--- src/rtl/mem_arbiter_if.sv ---
// Request/response bus between one requester and one responder on the CPU-side
// memory path; modports are named from the point of view of each end.
interface mem_arbiter_if;
    localparam int unsigned AW = 32;
    localparam int unsigned DW = 32;
    localparam int unsigned SW = 4;

    logic          valid;
    logic [AW-1:0] addr;
    logic [DW-1:0] wdata;
    logic [SW-1:0] wstrb;
    logic          ready;
    logic [DW-1:0] rdata;

    modport master (
        output valid,
        output addr,
        output wdata,
        output wstrb,
        input  ready,
        input  rdata
    );

    modport slave (
        input  valid,
        input  addr,
        input  wdata,
        input  wstrb,
        output ready,
        output rdata
    );
endinterface

--- src/rtl/mem_arbiter.sv ---
// Two-master round-robin arbiter for the CPU-side memory bus: registers the
// owner's request toward the decoder and force-completes unanswered requests.
module mem_arbiter #(
    parameter logic [15:0] TIMEOUT_CYCLES = 16'd1024
) (
    input  logic          clk,
    input  logic          reset_n,
    mem_arbiter_if.slave  m0,
    mem_arbiter_if.slave  m1,
    mem_arbiter_if.master s,
    output logic [1:0]    grant,
    output logic          timeout
);
    localparam int unsigned AW = 32;
    localparam int unsigned DW = 32;
    localparam int unsigned SW = 4;
    localparam int unsigned CW = 16;

    typedef enum logic [1:0] {
        IDLE = 2'd0,
        BUSY = 2'd1,
        DONE = 2'd2
    } state_t;

    state_t        r_state,      w_state_nxt;
    logic          r_owner,      w_owner_nxt;
    logic          r_last_owner, w_last_owner_nxt;
    logic [CW-1:0] r_cnt,        w_cnt_nxt;
    logic          r_s_valid,    w_s_valid_nxt;
    logic [AW-1:0] r_s_addr,     w_s_addr_nxt;
    logic [DW-1:0] r_s_wdata,    w_s_wdata_nxt;
    logic [SW-1:0] r_s_wstrb,    w_s_wstrb_nxt;
    logic          r_m0_ready,   w_m0_ready_nxt;
    logic          r_m1_ready,   w_m1_ready_nxt;
    logic [DW-1:0] r_m0_rdata,   w_m0_rdata_nxt;
    logic [DW-1:0] r_m1_rdata,   w_m1_rdata_nxt;
    logic [1:0]    r_grant,      w_grant_nxt;
    logic          r_timeout,    w_timeout_nxt;

    logic          w_pick;
    logic          w_expire;
    logic          w_rsp;
    logic [DW-1:0] w_rsp_data;

    // On a tie the master that did not win last time is chosen.
    assign w_pick   = (m0.valid && m1.valid) ? ~r_last_owner : m1.valid;
    assign w_expire = (TIMEOUT_CYCLES != 16'd0) &&
                      ((17'(r_cnt) + 17'd1) == 17'(TIMEOUT_CYCLES));

    always_ff @(posedge clk or negedge reset_n) begin
        if (!reset_n) begin
            r_state <= IDLE;
        end else begin
            r_state <= w_state_nxt;
        end
    end

    always_comb begin
        w_state_nxt      = r_state;
        w_owner_nxt      = r_owner;
        w_last_owner_nxt = r_last_owner;
        w_cnt_nxt        = r_cnt;
        w_s_valid_nxt    = r_s_valid;
        w_s_addr_nxt     = r_s_addr;
        w_s_wdata_nxt    = r_s_wdata;
        w_s_wstrb_nxt    = r_s_wstrb;
        w_grant_nxt      = r_grant;
        w_m0_ready_nxt   = 1'b0;
        w_m1_ready_nxt   = 1'b0;
        w_m0_rdata_nxt   = '0;
        w_m1_rdata_nxt   = '0;
        w_timeout_nxt    = 1'b0;
        w_rsp            = 1'b0;
        w_rsp_data       = '0;

        case (r_state)
            IDLE: begin
                if (m0.valid || m1.valid) begin
                    w_state_nxt      = BUSY;
                    w_owner_nxt      = w_pick;
                    w_last_owner_nxt = w_pick;
                    w_cnt_nxt        = '0;
                    w_s_valid_nxt    = 1'b1;
                    w_s_addr_nxt     = w_pick ? m1.addr  : m0.addr;
                    w_s_wdata_nxt    = w_pick ? m1.wdata : m0.wdata;
                    w_s_wstrb_nxt    = w_pick ? m1.wstrb : m0.wstrb;
                    w_grant_nxt      = w_pick ? 2'b10 : 2'b01;
                end
            end

            BUSY: begin
                // A slave response on the threshold cycle takes priority.
                if (s.ready) begin
                    w_rsp      = 1'b1;
                    w_rsp_data = s.rdata;
                end else if (TIMEOUT_CYCLES != 16'd0) begin
                    w_cnt_nxt = r_cnt + 16'd1;
                    if (w_expire) begin
                        w_rsp         = 1'b1;
                        w_timeout_nxt = 1'b1;
                    end
                end

                if (w_rsp) begin
                    w_state_nxt    = DONE;
                    w_s_valid_nxt  = 1'b0;
                    w_m0_ready_nxt = ~r_owner;
                    w_m1_ready_nxt = r_owner;
                    w_m0_rdata_nxt = r_owner ? '0 : w_rsp_data;
                    w_m1_rdata_nxt = r_owner ? w_rsp_data : '0;
                end
            end

            DONE: begin
                w_state_nxt = IDLE;
                w_grant_nxt = 2'b00;
            end

            default: begin
                w_state_nxt   = IDLE;
                w_s_valid_nxt = 1'b0;
                w_grant_nxt   = 2'b00;
            end
        endcase
    end

    always_ff @(posedge clk or negedge reset_n) begin
        if (!reset_n) begin
            r_owner      <= 1'b0;
            r_last_owner <= 1'b1;
            r_cnt        <= '0;
            r_s_valid    <= 1'b0;
            r_s_addr     <= '0;
            r_s_wdata    <= '0;
            r_s_wstrb    <= '0;
            r_m0_ready   <= 1'b0;
            r_m1_ready   <= 1'b0;
            r_m0_rdata   <= '0;
            r_m1_rdata   <= '0;
            r_grant      <= 2'b00;
            r_timeout    <= 1'b0;
        end else begin
            r_owner      <= w_owner_nxt;
            r_last_owner <= w_last_owner_nxt;
            r_cnt        <= w_cnt_nxt;
            r_s_valid    <= w_s_valid_nxt;
            r_s_addr     <= w_s_addr_nxt;
            r_s_wdata    <= w_s_wdata_nxt;
            r_s_wstrb    <= w_s_wstrb_nxt;
            r_m0_ready   <= w_m0_ready_nxt;
            r_m1_ready   <= w_m1_ready_nxt;
            r_m0_rdata   <= w_m0_rdata_nxt;
            r_m1_rdata   <= w_m1_rdata_nxt;
            r_grant      <= w_grant_nxt;
            r_timeout    <= w_timeout_nxt;
        end
    end

    assign s.valid  = r_s_valid;
    assign s.addr   = r_s_addr;
    assign s.wdata  = r_s_wdata;
    assign s.wstrb  = r_s_wstrb;
    assign m0.ready = r_m0_ready;
    assign m0.rdata = r_m0_rdata;
    assign m1.ready = r_m1_ready;
    assign m1.rdata = r_m1_rdata;
    assign grant    = r_grant;
    assign timeout  = r_timeout;
endmodule

--- src/flat_wrapper.sv ---
// flat-port wrapper written by rule: the top's interface ports become plain ports
module mem_arbiter_flat 
#(
    parameter logic [15:0] TIMEOUT_CYCLES = 16'd1024
)
  (clk, reset_n, grant, timeout, m0_valid, m0_addr, m0_wdata, m0_wstrb, m0_ready, m0_rdata, m1_valid, m1_addr, m1_wdata, m1_wstrb, m1_ready, m1_rdata, s_valid, s_addr, s_wdata, s_wstrb, s_ready, s_rdata);
  mem_arbiter_if m0_i ();
  mem_arbiter_if m1_i ();
  mem_arbiter_if s_i ();
  input  logic clk;
  input  logic reset_n;
  output logic [1:0] grant;
  output logic timeout;
  input wire logic [$bits(m0_i.valid)-1:0] m0_valid;
  input wire logic [$bits(m0_i.addr)-1:0] m0_addr;
  input wire logic [$bits(m0_i.wdata)-1:0] m0_wdata;
  input wire logic [$bits(m0_i.wstrb)-1:0] m0_wstrb;
  output wire logic [$bits(m0_i.ready)-1:0] m0_ready;
  output wire logic [$bits(m0_i.rdata)-1:0] m0_rdata;
  input wire logic [$bits(m1_i.valid)-1:0] m1_valid;
  input wire logic [$bits(m1_i.addr)-1:0] m1_addr;
  input wire logic [$bits(m1_i.wdata)-1:0] m1_wdata;
  input wire logic [$bits(m1_i.wstrb)-1:0] m1_wstrb;
  output wire logic [$bits(m1_i.ready)-1:0] m1_ready;
  output wire logic [$bits(m1_i.rdata)-1:0] m1_rdata;
  output wire logic [$bits(s_i.valid)-1:0] s_valid;
  output wire logic [$bits(s_i.addr)-1:0] s_addr;
  output wire logic [$bits(s_i.wdata)-1:0] s_wdata;
  output wire logic [$bits(s_i.wstrb)-1:0] s_wstrb;
  input wire logic [$bits(s_i.ready)-1:0] s_ready;
  input wire logic [$bits(s_i.rdata)-1:0] s_rdata;
  assign m0_i.valid = m0_valid;
  assign m0_i.addr = m0_addr;
  assign m0_i.wdata = m0_wdata;
  assign m0_i.wstrb = m0_wstrb;
  assign m0_ready = m0_i.ready;
  assign m0_rdata = m0_i.rdata;
  assign m1_i.valid = m1_valid;
  assign m1_i.addr = m1_addr;
  assign m1_i.wdata = m1_wdata;
  assign m1_i.wstrb = m1_wstrb;
  assign m1_ready = m1_i.ready;
  assign m1_rdata = m1_i.rdata;
  assign s_valid = s_i.valid;
  assign s_addr = s_i.addr;
  assign s_wdata = s_i.wdata;
  assign s_wstrb = s_i.wstrb;
  assign s_i.ready = s_ready;
  assign s_i.rdata = s_rdata;
  mem_arbiter #(.TIMEOUT_CYCLES(TIMEOUT_CYCLES)) u_core (.clk(clk), .reset_n(reset_n), .m0(m0_i), .m1(m1_i), .s(s_i), .grant(grant), .timeout(timeout));
endmodule
--- config.mk ---
export PLATFORM = sky130hd
export DESIGN_NAME = mem_arbiter_flat
export DESIGN_NICKNAME = d
export VERILOG_FILES = /design/src/rtl/mem_arbiter_if.sv /design/src/rtl/mem_arbiter.sv /design/src/flat_wrapper.sv
export SDC_FILE = /design/constraint.sdc
export NUM_CORES = 1
export LEC_CHECK = 0
export BUFFER_PORTS_ARGS = -buffer_cell sky130_fd_sc_hd__buf_2
export CAP_MARGIN = 20
export CORE_UTILIZATION = 36
export DETAILED_ROUTE_END_ITERATION = 6
export PLACE_DENSITY = 0.76
export SLEW_MARGIN = 20
export SYNTH_ARGS = -nofsm -noshare
export SYNTH_HDL_FRONTEND = slang
export SYNTH_SLANG_ARGS = --single-unit
export TNS_END_PERCENT = 50
--- constraint.sdc ---
create_clock -name clk -period 2.2 [get_ports clk]
set_input_delay 0.44 -clock clk [delete_from_list [all_inputs] [get_ports clk]]
set_output_delay 0.44 -clock clk [all_outputs]
set_load 0.005 [all_outputs]
==> summary.txt, run 1 <==
Layout
  – Diodes inserted: 0
  – Layout cells sized above 1: 0.371
  – Area growth from synthesis to layout: 40.1%
  – Fillers: 1576
  – Total Nets Final: 1204
  – Sequential cell area: 3960 µm²
  – Area used by multi-input combinational logic: about 2400 µm²

Timing
  – Worst-margin pin slew: approximately 600 ps
  – Unrepaired setup endpoints after global routing: no
  – Worst Skew: 8.98 ps
  – Final critical-path required period: between 2000 and 2500 ps
  – Count of pins over their slew limit: 0
  – Final period util: 0.963
  – Relative slew slack: 0.600
  – Smallest setup slack after layout: approximately 81 ps
  – Timing-limited maximum frequency: 0.472 GHz
  – Number of setup violations in the final report: 0
  – Count of final hold-check violations: 0

Floorplan
  – Core Footprint: 17500 µm²
  – Die area: 18700 µm²
  – Number of standard-cell rows in the floorplan: 48
  – Die extent in y: roughly 140 µm
  – Die span in x: 137 µm
  – Initial cell density of the core: 0.373
  – Number of top-level pins: 311

Worst setup path
  – Critical Path Start: u_core.r_cnt[1]
  – Maximum cell stage delay along the critical path: approximately 450 ps
  – Endpoint kind of the worst setup timing path: register
  – Category of the most critical setup path: register to register
  – Required @ worst endpoint: 2510 ps
  – CP max stage cell: sky130_fd_sc_hd__dfrtp_2
  – Arrival time of data at the critical path endpoint: 2420 ps
  – Worst Path Max Fanout: 6
  – Startpoint type of the worst setup path: register
  – R2R Path Start: u_core.r_cnt[1]
  – Largest delay contributor family on the critical path: compound AO/OA/AOI/OAI gates
  – List of cells traversed by the critical path: ha_2, and3_1, xnor2_1, or3_1, a211o_1, o41a_1
  – Total buffers and inverters traversed by the critical path: 0

Placed design
  – Post-Place Worst Slack: approximately 75 ps
  – Number of buffers added on ports: 310
  – Final weighted congestion in routability-driven placement: 0.850
  – Half-perimeter wire length after detailed placement: 13500 µm

Pwr
  – Net Sw Frac: 0.357
  – Relative contribution of sequential cells to total power: 0.403
  – Net Switching: 0.00375 W
  – Power density over the cells: 1150 nW/µm²
  – Leakage component of the power: 4.72 nW
  – Internal power: 0.00675 W
  – Combinational power share: 0.322
  – Peak supply drop: 530 µV
  – Overall power consumption: roughly 0.010 W
  – Clock share of power: 0.275

GRT
  – Number of antenna violations at the first check in global routing: 0
  – Via count of the first global-routing pass: 5413
  – Global-route congestion overflow total: 0
  – Global-route wire length before repair: 27600 µm
  – Pin count of the biggest net entering global routing: 103
  – Global-route total usage across every layer: 0.194

Logic synthesis
  – Number of different library cells in the post-synthesis netlist: 40
  – Yosys synthesis warning count: 0
  – Synthesized area: 6520 µm²
  – Sequential cell area fraction in the yosys report: 0.606
  – Dominant cell type by area after synthesis: sky130_fd_sc_hd__dfrtp_1
  – Share of flip-flops with an asynchronous set or reset: 1.00
  – Prevailing post-synth register cell: sky130_fd_sc_hd__dfrtp_1
  – Mapped Avg Cell Area: roughly 9.1 µm²
  – Cell types occupying the most area after synthesis: sky130_fd_sc_hd__dfrtp_1, sky130_fd_sc_hd__nand2_1, sky130_fd_sc_hd__nor2_1
  – Synthesized net count: 891
  – Count of flip-flops with a built-in enable after synthesis: 0
  – Top cell type's share of synthesized area: 0.602
  – Synth Register Bits: 158
  – Synthesized netlist cell count: slightly above 700

Clock tree
  – Num CTS Buffers: 17
  – CTS Root Buffer Type: sky130_fd_sc_hd__clkbuf_16
  – Latest clock arrival within the worst-skew pair: 420 ps
  – TritonCTS clock tree: built
  – H-tree levels: 4
  – Clk slew on worst S/H paths: 70 ps
  – Number of buffers between clock root and the deepest sink: 2
  – Number of clock sinks: around 160

Drt
  – Antenna Violating Nets Remaining: 0
  – Vias per std cell: 4.83
  – Via count: 6123
  – Number of DRC markers after the initial detailed-route iteration: 378
  – Number of remaining DRC errors: 0
  – Initial DRT Pass Iterations: 5
  – DRT Wirelength: 18500 µm
  – Routed WL per cell: ~15 µm

Run status
  – Outcome: finished, final reports clean

Worst hold path
  – Worst Hold Launch: m1_wdata[17]
  – Worst hold path class: primary input to register

Flow run
  – Max-capacitance violation count: 0
## power groups by stage
stage          sequential (W)  clock (W)  combinational [W]
2_1_floorplan         0.00432          0            0.00168
3_3_place_gp          0.00425          0            0.00333
3_5_place_dp          0.00426          0            0.00342
4_1_cts               0.00423    0.00297            0.00341
5_1_grt               0.00434    0.00308            0.00379
6_report              0.00423    0.00289            0.00338
## worst reg2reg max path, cell delays in order (launching register included)
cell	delay (ps)
sky130_fd_sc_hd__dfrtp_2	450
sky130_fd_sc_hd__ha_2	200
sky130_fd_sc_hd__and3_1	210
sky130_fd_sc_hd__xnor2_1	120
sky130_fd_sc_hd__or3_1	310
sky130_fd_sc_hd__a211o_1	340
sky130_fd_sc_hd__o41a_1	380
## layer usage
layer | vias up | track usage | share of wire
li1 | 3036 | - | -
met1 | 2812 | 0.240 | 0.42
met2 | 260 | 0.328 | 0.49
met3 | 15 | 0.0459 | 0.070
met4 | 0 | 0.0710 | 0.012
met5 | - | 0 | 0
## cell type report
type / instances / share of cell area
sequential: 158 / 0.433
multi-input combinational: 504 / 0.262
timing repair buffer: 344 / 0.208
clock buffer: 17 / 0.0465
tap: 225 / 0.0308
clock inverter: 15 / 0.0179
inverter: 4 / 0.00164
## kinds of logic after synthesis
group | Yosys count | synth area share
simple gates | 369 | 0.227
flops | 158 | 0.606
compound gates | 127 | 0.122
buf+inv | 54 | 0.0324
xor+xnor | 4 | 0.00537
mux | 2 | 0.00326
fa+ha+maj | 2 | 0.00384
## synthesized netlist by cell type, types with 2 or more instances
master / count
sky130_fd_sc_hd__o41a_1: 2
sky130_fd_sc_hd__ha_1: 2
sky130_fd_sc_hd__and3_1: 4
sky130_fd_sc_hd__inv_1: 4
sky130_fd_sc_hd__o21a_1: 2
sky130_fd_sc_hd__nand2b_1: 3
sky130_fd_sc_hd__nand4_1: 6
sky130_fd_sc_hd__clkbuf_2: 3
sky130_fd_sc_hd__a31oi_1: 71
sky130_fd_sc_hd__nor4_1: 3
sky130_fd_sc_hd__nand2_1: 187
sky130_fd_sc_hd__nand3_1: 9
sky130_fd_sc_hd__o21ai_0: 24
sky130_fd_sc_hd__clkbuf_1: 45
sky130_fd_sc_hd__nor2b_1: 2
sky130_fd_sc_hd__o41ai_1: 7
sky130_fd_sc_hd__o31ai_1: 4
sky130_fd_sc_hd__xnor2_1: 3
sky130_fd_sc_hd__and4_1: 3
sky130_fd_sc_hd__a21oi_1: 12
sky130_fd_sc_hd__nor2_1: 145
sky130_fd_sc_hd__dfrtp_1: 157
## state kept, by name, summed over array words and instances, names as in the netlist
| signal | flops |
|---|---|
| u_core.grant | 2 |
| u_core.m0.rdata | 32 |
| u_core.m0.ready | 1 |
| u_core.m1.rdata | 32 |
| u_core.m1.ready | 1 |
| u_core.r_cnt | 16 |
| u_core.r_last_owner | 1 |
| u_core.r_owner | 1 |
| u_core.r_state | 2 |
| u_core.s.addr | 32 |
| u_core.s.valid | 1 |
| u_core.s.wdata | 32 |
| u_core.s.wstrb | 4 |
| u_core.timeout | 1 |
## final timing paths
check,cells past startpoint,to,slack [ps]
setup / recovery,6,u_core.r_state[0],80
hold / removal,3,u_core.s.wdata[17],250
setup reg to reg,6,u_core.r_state[0],80
hold reg to reg,2,u_core.r_last_owner,520
max in group asynchronous,3,u_core.r_last_owner,1000
min in group asynchronous,2,u_core.m0.rdata[8],520
## through the flow
| step | hold WS (ps) | instances | utilization | setup TNS, ps | instance area (µm²) |
|---|---|---|---|---|---|
| after floorplan | 144 | 716 | - | -46.1 | 6540 |
| after global placement | 420 | 1233 | 0.487 | 0 | 8520 |
| after detailed placement | 429 | 1233 | 0.487 | 0 | 8520 |
| after CTS | 234 | 1266 | 0.522 | 0 | 9120 |
| after global routing | 238 | 1267 | 0.523 | 0 | 9140 |
| final | 253 | 1267 | 0.523 | 0 | 9140 |
## layout by cell type (no fill, tap or decap), types with 9 or more instances in the layout
cell	count
sky130_fd_sc_hd__a21oi_1	11
sky130_fd_sc_hd__a31oi_1	71
sky130_fd_sc_hd__buf_2	309
sky130_fd_sc_hd__buf_4	26
sky130_fd_sc_hd__clkbuf_16	17
sky130_fd_sc_hd__dfrtp_1	153
sky130_fd_sc_hd__nand2_1	186
sky130_fd_sc_hd__nand3_1	9
sky130_fd_sc_hd__nor2_1	145
sky130_fd_sc_hd__o21ai_0	24
## what timing repair did
item,4_1_cts,5_1_grt
hold endpoints to repair,45,0
setup buffers,0,1
setup endpoints to repair,0,2
resized for setup,0,6
hold buffers,1,0
No activity file was read; power rests on OpenSTA's default activity.
==> run 2: changes to the inputs <==
ABC_AREA = 1   (was not set)
BUFFER_PORTS_ARGS = -buffer_cell sky130_fd_sc_hd__buf_4   (was -buffer_cell sky130_fd_sc_hd__buf_2)
PLACE_DENSITY = not set   (was 0.76)
PLACE_DENSITY_LB_ADDON = 0.25   (was not set)
==> run 2 against run 1 <==
Net effect: die area decreased by 0.94%; non-clock buffer count fell by 19; critical endpoint is now u_core.m1.ready; combinational power is 11% higher; clock power rose by 2%; largest power group unchanged; synthesized cell count increased by 3.4%.
==> summary.txt, run 2 <==
Worst setup path
  – Maximum cell stage delay along the critical path: 460 ps (about the same)
  – Startpoint type of the worst setup path: register
  – Required @ worst endpoint: 2550 ps (+40 ps)
  – Total buffers and inverters traversed by the critical path: 0 (unchanged)
  – Endpoint kind of the worst setup timing path: register
  – List of cells traversed by the critical path: ha_1, nand2_1, nor2_2, nand4_1, nand2_1, nand3_1, nor2_1, nand3_2, nand2_2, nand2_2, nor2_1
  – Arrival time of data at the critical path endpoint: 2240 ps (-180 ps)
  – CP max stage cell: sky130_fd_sc_hd__dfrtp_1
  – Worst Path Max Fanout: 7 (+1)
  – Largest delay contributor family on the critical path: simple AND/OR/NAND/NOR gates
  – Register-to-register setup slack: 310 ps (+230 ps)
  – Category of the most critical setup path: register to register

Logic synthesis
  – Most frequently used cell type in the post-synthesis netlist: sky130_fd_sc_hd__nand2_1
  – Prevailing post-synth register cell: sky130_fd_sc_hd__dfrtp_1
  – Xor/xnor share of the synthesized area: 0.00136 (-0.00401)
  – Mapped Avg Cell Area: 8.73 µm² (-4.2%)
  – Dominant cell type by area after synthesis: sky130_fd_sc_hd__dfrtp_1
  – Synthesized net count: 915 (+2.7%)
  – Complex-gate fraction of the synthesized area: 0.126 (+0.00447)
  – Combinational family with the most area after synthesis: simple AND/OR/NAND/NOR gates
  – Synthesized area: 6460 µm² (-0.96%)
  – Sequential cell area fraction in the yosys report: 0.612 (+0.00587)
  – Top cell type's share of synthesized area: 0.608 (+0.00583)
  – Synthesized-area fraction occupied by adder cells: 0.00387 (+0.0000371)
  – Number of different library cells in the post-synthesis netlist: 24 (-40%)
  – Yosys synthesis warning count: 0 (unchanged)
  – Count of flip-flops with a built-in enable after synthesis: 0 (unchanged)
  – Synthesized netlist cell count: 740 (+3.4%)
  – Multiplexer share of the synthesized area: 0 (-0.00326)
  – Basic-gate share of the synthesized area counting and, or, nand and nor cells: 0.213 (-0.0141)
  – Most numerous cell types in the synthesized netlist: sky130_fd_sc_hd__nand2_1, sky130_fd_sc_hd__dfrtp_1, sky130_fd_sc_hd__nor2_1, sky130_fd_sc_hd__o21ai_0, sky130_fd_sc_hd__clkbuf_1
  – Share of flip-flops with an asynchronous set or reset: 1.00 (unchanged)
  – Synth Register Bits: 158 (unchanged)
  – Cell types occupying the most area after synthesis: sky130_fd_sc_hd__dfrtp_1, sky130_fd_sc_hd__o21ai_0, sky130_fd_sc_hd__nand2_1

GRT
  – Global-route wire length before repair: 30900 µm (+12%)
  – Number of antenna violations at the first check in global routing: 0 (unchanged)
  – Pin count of the biggest net entering global routing: 69 (-33%)
  – Global-route total usage across every layer: 0.219 (+0.0255)
  – Global-route congestion overflow total: 0 (unchanged)
  – Via count of the first global-routing pass: 5943 (+9.8%)

Clock tree
  – Number of clock sinks: 158 (unchanged)
  – TritonCTS clock tree: built
  – Latest clock arrival within the worst-skew pair: 430 ps (about the same)
  – Post-CTS Setup Inserts: 0 (unchanged)
  – H-tree levels: 4 (unchanged)
  – Clk slew on worst S/H paths: 70 ps (about the same)
  – Num CTS Buffers: 17 (unchanged)
  – CTS Root Buffer Type: sky130_fd_sc_hd__clkbuf_16
  – Number of buffers between clock root and the deepest sink: 2 (unchanged)

Drt
  – Vias per std cell: 4.78 (-1.1%)
  – Antenna Violating Nets Remaining: 0 (unchanged)
  – Via count: 6127 (+0.065%)
  – DRT Wirelength: 20400 µm (+10%)
  – Number of remaining DRC errors: 0 (unchanged)
  – Number of DRC markers after the initial detailed-route iteration: 279 (-26%)
  – Initial DRT Pass Iterations: 4 (-1)
  – Routed WL per cell: 15.9 µm (+8.9%)

Layout
  – Area growth from synthesis to layout: 50.2%
  – Layout cells sized above 1: 0.352 (-0.0195)
  – Diodes inserted: 0 (unchanged)
  – Most frequent standard cell in the layout excluding fill and tap cells: sky130_fd_sc_hd__buf_4
  – Total Nets Final: 1219 (+1.2%)
  – Finished layout cell area: 9700 µm² (+6.1%)
  – Area used by multi-input combinational logic: 2230 µm² (-6.7%)
  – Sequential cell area: 3960 µm² (-0.13%)
  – Commonest cells after routing, fill and taps aside: sky130_fd_sc_hd__buf_4, sky130_fd_sc_hd__nand2_1, sky130_fd_sc_hd__dfrtp_1, sky130_fd_sc_hd__nor2_1, sky130_fd_sc_hd__o21ai_0
  – Fillers: 1588 (+0.76%)

Floorplan
  – Core Footprint: 17400 µm² (-0.34%)
  – Die span in x: 136 µm (-0.47%)
  – Number of top-level pins: 311 (unchanged)
  – Initial cell density of the core: 0.371 (-0.00230)
  – Number of standard-cell rows in the floorplan: 48 (unchanged)
  – Die extent in y: 136 µm (-0.47%)
  – Die area: 18500 µm² (-0.94%)

Pwr
  – Internal power: 0.00718 W (+6.4%)
  – Leakage component of the power: 4.92 nW (+4.3%)
  – Net Switching: 0.00380 W (+1.3%)
  – Clock share of power: 0.269 (-0.006)
  – Relative contribution of sequential cells to total power: 0.389 (-0.014)
  – Power density over the cells: 1130 nW/µm² (-1.4%)
  – Peak supply drop: 603 µV (+14%)
  – Net Sw Frac: 0.346 (-0.0112)
  – Combinational power share: 0.342 (+0.020)

Timing
  – Setup TNS after final layout: 0 ps (unchanged)
  – Final critical-path required period: 1890 ps (-228 ps)
  – Number of setup violations in the final report: 0 (unchanged)
  – Unrepaired setup endpoints after global routing: no
  – Worst Skew: 10.6 ps (+1.63 ps)
  – Final period util: 0.859 (-0.104)
  – Worst-margin pin slew: 515 ps (-82.7 ps)
  – Count of pins over their slew limit: 0 (unchanged)
  – WHS: 266 ps (+12.7 ps)
  – Relative slew slack: 0.656 (+0.0565)
  – Count of final hold-check violations: 0 (unchanged)
  – Timing-limited maximum frequency: 0.529 GHz (+12%)

Flow run
  – Max-capacitance violation count: 0 (unchanged)

Placed design
  – Half-perimeter wire length after detailed placement: 14400 µm (+6.9%)
  – Final weighted congestion in routability-driven placement: 0.814 (-4.3%)
  – Number of buffers added on ports: 310 (unchanged)
  – Placed cell areas: 9090 µm² (+6.7%)

Worst hold path
  – Worst hold path class: primary input to register

Run status
  – Outcome: finished, final reports clean
[run 2: cell count changes after synthesis, sizes merged, moves of 11 or more]
cell / change
o21ai: +125
a31oi: -71
inv: +27
nand2: -22
nor2: +13
clkbuf: -11
[run 2: through the flow]
| step | util | setup WS (ps) | cells | power (W) |
|---|---|---|---|---|
| detailed placement | 0.522 | 214 | 1249 | 0.00810 |
| floorplan | - | 619 | 740 | 0.00580 |
| global placement | 0.522 | 344 | 1249 | 0.00804 |
| finish | 0.557 | 310 | 1282 | 0.0110 |
| global route | 0.557 | 58.1 | 1282 | 0.0117 |
| CTS | 0.557 | 222 | 1282 | 0.0111 |
[run 2: layout make-up]
type	instances	share of cell area
multi-input combinational	510	0.230
clock inverter	15	0.0181
timing repair buffer	325	0.259
sequential	158	0.408
clock buffer	17	0.0438
inverter	32	0.0124
tap	225	0.0290
[run 2: repair_timing]
| action | CTS | global route |
|---|---|---|
| hold endpoints to repair | 33 | 0 |
| hold buffers | 1 | 0 |
| resized for setup | 0 | 1 |
| endpoints found under the setup margin | 0 | 1 |
[run 2: power groups by stage]
stage               registers, W  clock network (W)  logic [W]
floorplan                0.00431                  0    0.00148
global placement         0.00428                  0    0.00377
detailed placement       0.00430                  0    0.00381
CTS                      0.00427            0.00302    0.00380
global route             0.00437            0.00313    0.00419
finish                   0.00427            0.00295    0.00376
[run 2: kinds of logic after synthesis]
group                      Yosys count
AOI/OAI and AO/OA                  160
buffers and inverters               72
adders and majority gates            2
and+or+nand+nor                    347
xor gates and xnor gates             1
DFF                                158
[run 2: path summary, 6_finish.rpt]
check,from,cells past startpoint,to
setup / recovery,u_core.r_cnt[0],11,u_core.m1.ready
hold / removal,s_rdata[2],3,u_core.m1.rdata[2]
setup reg to reg,u_core.r_cnt[0],11,u_core.m1.ready
hold reg to reg,u_core.r_owner,1,u_core.m0.ready
max in group asynchronous,reset_n,3,u_core.s.wdata[25]
min in group asynchronous,reset_n,2,u_core.s.wdata[10]
[run 2: metal layers]
layer / part of all wire / GRT usage / routed length [µm] / vias up
li1: - / - / - / 2998
met5: 0 / 0 / 0 / -
met3: 0.081 / 0.0794 / 1650 / 26
met2: 0.50 / 0.365 / 10200 / 215
met4: 0.018 / 0.0691 / 373 / 0
met1: 0.40 / 0.263 / 8140 / 2888
[run 2: worst min-delay path, delay by kind of cell]
kind	cells	cell delay, ps
buffers and inverters	1	110
AND/OR/NAND/NOR	2	110
==> run 3: changes to the inputs <==
ABC_AREA = 0   (was 1)
==> run 3 against run 2 <==
Net effect: combinational power rose by 3%; worst setup slack got worse by 250 ps; flip-flop and latch count did not move; final cell count fell by 1.6%; die area rose by 0.95%; wire length fell by 6.4%; register-to-register slack got worse by 250 ps; count of clock-buffer cells in the layout did not move; critical path depth fell by 4; critical endpoint is now u_core.s.valid; largest cell class unchanged; highest routed layer unchanged.
==> summary.txt, run 3 (synthesis gave the netlist of run 1 again) <==
Timing
  – Unrepaired setup endpoints after global routing: no
  – Count of final hold-check violations: 0 (unchanged)
  – Worst Skew: 8.39 ps (-2.22 ps)
  – Final critical-path required period: 2140 ps (+246 ps)
  – Smallest setup slack after layout: 63.7 ps (-246 ps)
  – Number of setup violations in the final report: 0 (unchanged)
  – Timing-limited maximum frequency: 0.468 GHz (-12%)
  – Count of pins over their slew limit: 0 (unchanged)
  – Worst-margin pin slew: 508 ps (-7.36 ps)
  – Final period util: 0.971 (+0.112)
  – Relative slew slack: 0.661 (+0.00491)
  – WHS: 259 ps (-7.26 ps)

Layout
  – Finished layout cell area: 9850 µm² (+1.6%)
  – Sequential cell area: 3960 µm² (+0.13%)
  – Total Nets Final: 1199 (-1.6%)
  – Area growth from synthesis to layout: 51.1%
  – Most frequent standard cell in the layout excluding fill and tap cells: sky130_fd_sc_hd__buf_4
  – Post-layout instance count excluding filler cells: 1262 (-1.6%)
  – Diodes inserted: 0 (unchanged)
  – Fillers: 1605 (+1.1%)
  – Commonest cells after routing, fill and taps aside: sky130_fd_sc_hd__buf_4, sky130_fd_sc_hd__nand2_1, sky130_fd_sc_hd__dfrtp_1, sky130_fd_sc_hd__nor2_1, sky130_fd_sc_hd__a31oi_1
  – Layout cells sized above 1: 0.372 (+0.0203)
  – Area used by multi-input combinational logic: 2410 µm² (+7.9%)

GRT
  – Global-route wire length before repair: 29900 µm (-3.0%)
  – Via count of the first global-routing pass: 5888 (-0.93%)
  – Global-route total usage across every layer: 0.209 (-0.0102)
  – Pin count of the biggest net entering global routing: 110 (+59%)
  – Number of antenna violations at the first check in global routing: 0 (unchanged)
  – Global-route congestion overflow total: 0 (unchanged)

Worst setup path
  – Register-to-register setup slack: 60 ps (-250 ps)
  – Required @ worst endpoint: 2500 ps (-50 ps)
  – Largest delay contributor family on the critical path: compound AO/OA/AOI/OAI gates
  – Startpoint type of the worst setup path: register
  – Total buffers and inverters traversed by the critical path: 1 (+1)
  – Endpoint kind of the worst setup timing path: register
  – Category of the most critical setup path: register to register
  – Arrival time of data at the critical path endpoint: 2440 ps (+200 ps)
  – R2R Path Start: u_core.r_cnt[0]
  – Worst reg2reg path endpoint: u_core.s.valid
  – Worst Path Max Fanout: 6 (-1)
  – Maximum cell stage delay along the critical path: 430 ps (-30 ps)
  – List of cells traversed by the critical path: ha_2, and3_4, xnor2_1, or3_1, a211o_1, buf_4, o41a_1
  – Worst-case reg-to-reg path depth: 7 (-4)
  – CP max stage cell: sky130_fd_sc_hd__dfrtp_2

Clock tree
  – Num CTS Buffers: 17 (unchanged)
  – Number of buffers between clock root and the deepest sink: 2 (unchanged)
  – TritonCTS clock tree: built
  – H-tree levels: 4 (unchanged)
  – Number of clock sinks: 158 (unchanged)
  – CTS Root Buffer Type: sky130_fd_sc_hd__clkbuf_16
  – Clk slew on worst S/H paths: 70 ps (about the same)
  – Latest clock arrival within the worst-skew pair: 420 ps (about the same)

Floorplan
  – Die extent in y: 137 µm (+0.47%)
  – Initial cell density of the core: 0.373 (+0.00230)
  – Number of top-level pins: 311 (unchanged)
  – Die area: 18700 µm² (+0.95%)
  – Die span in x: 137 µm (+0.47%)
  – Number of standard-cell rows in the floorplan: 48 (unchanged)
  – Core Footprint: 17500 µm² (+0.35%)

Placed design
  – Number of buffers added on ports: 310 (unchanged)
  – Cell count after placement: 1226 (-1.8%)
  – Half-perimeter wire length after detailed placement: 13600 µm (-5.4%)
  – Post-Place Worst Slack: 51.8 ps (-163 ps)
  – Placed cell areas: 9210 µm² (+1.4%)
  – Final weighted congestion in routability-driven placement: 0.849 (+4.4%)

Pwr
  – Power density over the cells: 1110 nW/µm² (-1.8%)
  – Peak supply drop: 619 µV (+2.7%)
  – Clock share of power: 0.260 (-0.009)
  – Net Sw Frac: 0.342 (-0.00408)
  – Overall power consumption: 0.0110 W (-0.24%)
  – Relative contribution of sequential cells to total power: 0.386 (-0.003)
  – Net Switching: 0.00374 W (-1.4%)
  – Internal power: 0.00721 W (+0.38%)
  – Leakage component of the power: 4.89 nW (-0.55%)
  – Combinational power share: 0.354 (+0.012)

Run status
  – Outcome: finished, final reports clean

Worst hold path
  – Worst hold path class: primary input to register
  – Sink of the worst hold path: u_core.m1.rdata[24]
  – Worst Hold Launch: s_rdata[24]
  – Hold path depth: 3 (unchanged)

Drt
  – Number of DRC markers after the initial detailed-route iteration: 298 (+6.8%)
  – Vias per std cell: 4.85 (+1.4%)
  – Antenna Violating Nets Remaining: 0 (unchanged)
  – Initial DRT Pass Iterations: 5 (+1)
  – Routed WL per cell: 15.1 µm (-4.9%)
  – Number of remaining DRC errors: 0 (unchanged)
  – DRT Wirelength: 19100 µm (-6.4%)
  – Via count: 6118 (-0.15%)

Flow run
  – Max-capacitance violation count: 0 (unchanged)
run 3: worst min-delay path, stage by stage:
cell and delay (ps):
sky130_fd_sc_hd__buf_4 80, sky130_fd_sc_hd__nand2_1 50, sky130_fd_sc_hd__nor2_1 70
run 3: repair_timing:
| action | 4_1_cts | 5_1_grt |
|---|---|---|
| buffers inserted | 0 | 3 |
| endpoints found under the setup margin | 0 | 6 |
| endpoints found under the hold margin | 47 | 0 |
| hold buffers | 1 | 0 |
| resized for setup | 0 | 11 |
run 3: area by class of cell:
type                            count  area share
Sequential cell                   158       0.402
Clock inverter                     15      0.0151
Clock buffer                       17      0.0432
Multi-Input combinational cell    504       0.245
Inverter                            4     0.00152
Timing Repair Buffer              339       0.265
Tap cell                          225      0.0286
run 3: per-stage QoR:
step | utilization | setup TNS, ps
after floorplan | - | -46.1
after global placement | 0.527 | 0
after detailed placement | 0.527 | 0
after CTS | 0.561 | 0
after global routing | 0.564 | 0
final | 0.564 | 0
run 3: per-layer routing:
layer,vias up,part of all wire,global-route usage
li1,3021,-,-
met1,2814,0.39,0.249
met2,252,0.48,0.342
met3,31,0.092,0.0681
met4,0,0.029,0.0969
met5,-,0,0
run 3: worst max path at each step:
stage	end	cells after the start	slack [ps]	startpoint
2_1_floorplan	u_core.r_state[0]	8	-50	u_core.r_cnt[1]
5_1_grt	u_core.s.valid	7	7	u_core.r_cnt[0]
6_report	u_core.s.valid	7	60	u_core.r_cnt[0]
3_5_place_dp	u_core.r_state[0]	6	50	u_core.r_cnt[0]
4_1_cts	u_core.r_state[0]	6	20	u_core.r_cnt[0]
3_3_place_gp	u_core.r_state[0]	6	110	u_core.r_cnt[0]
run 3: power by group through the flow:
stage / combinational (W) / sequential, W / clock (W)
3_5_place_dp: 0.00391 / 0.00429 / 0
5_1_grt: 0.00432 / 0.00435 / 0.00304
2_1_floorplan: 0.00168 / 0.00432 / 0
4_1_cts: 0.00391 / 0.00424 / 0.00292
6_report: 0.00388 / 0.00423 / 0.00284
3_3_place_gp: 0.00388 / 0.00426 / 0
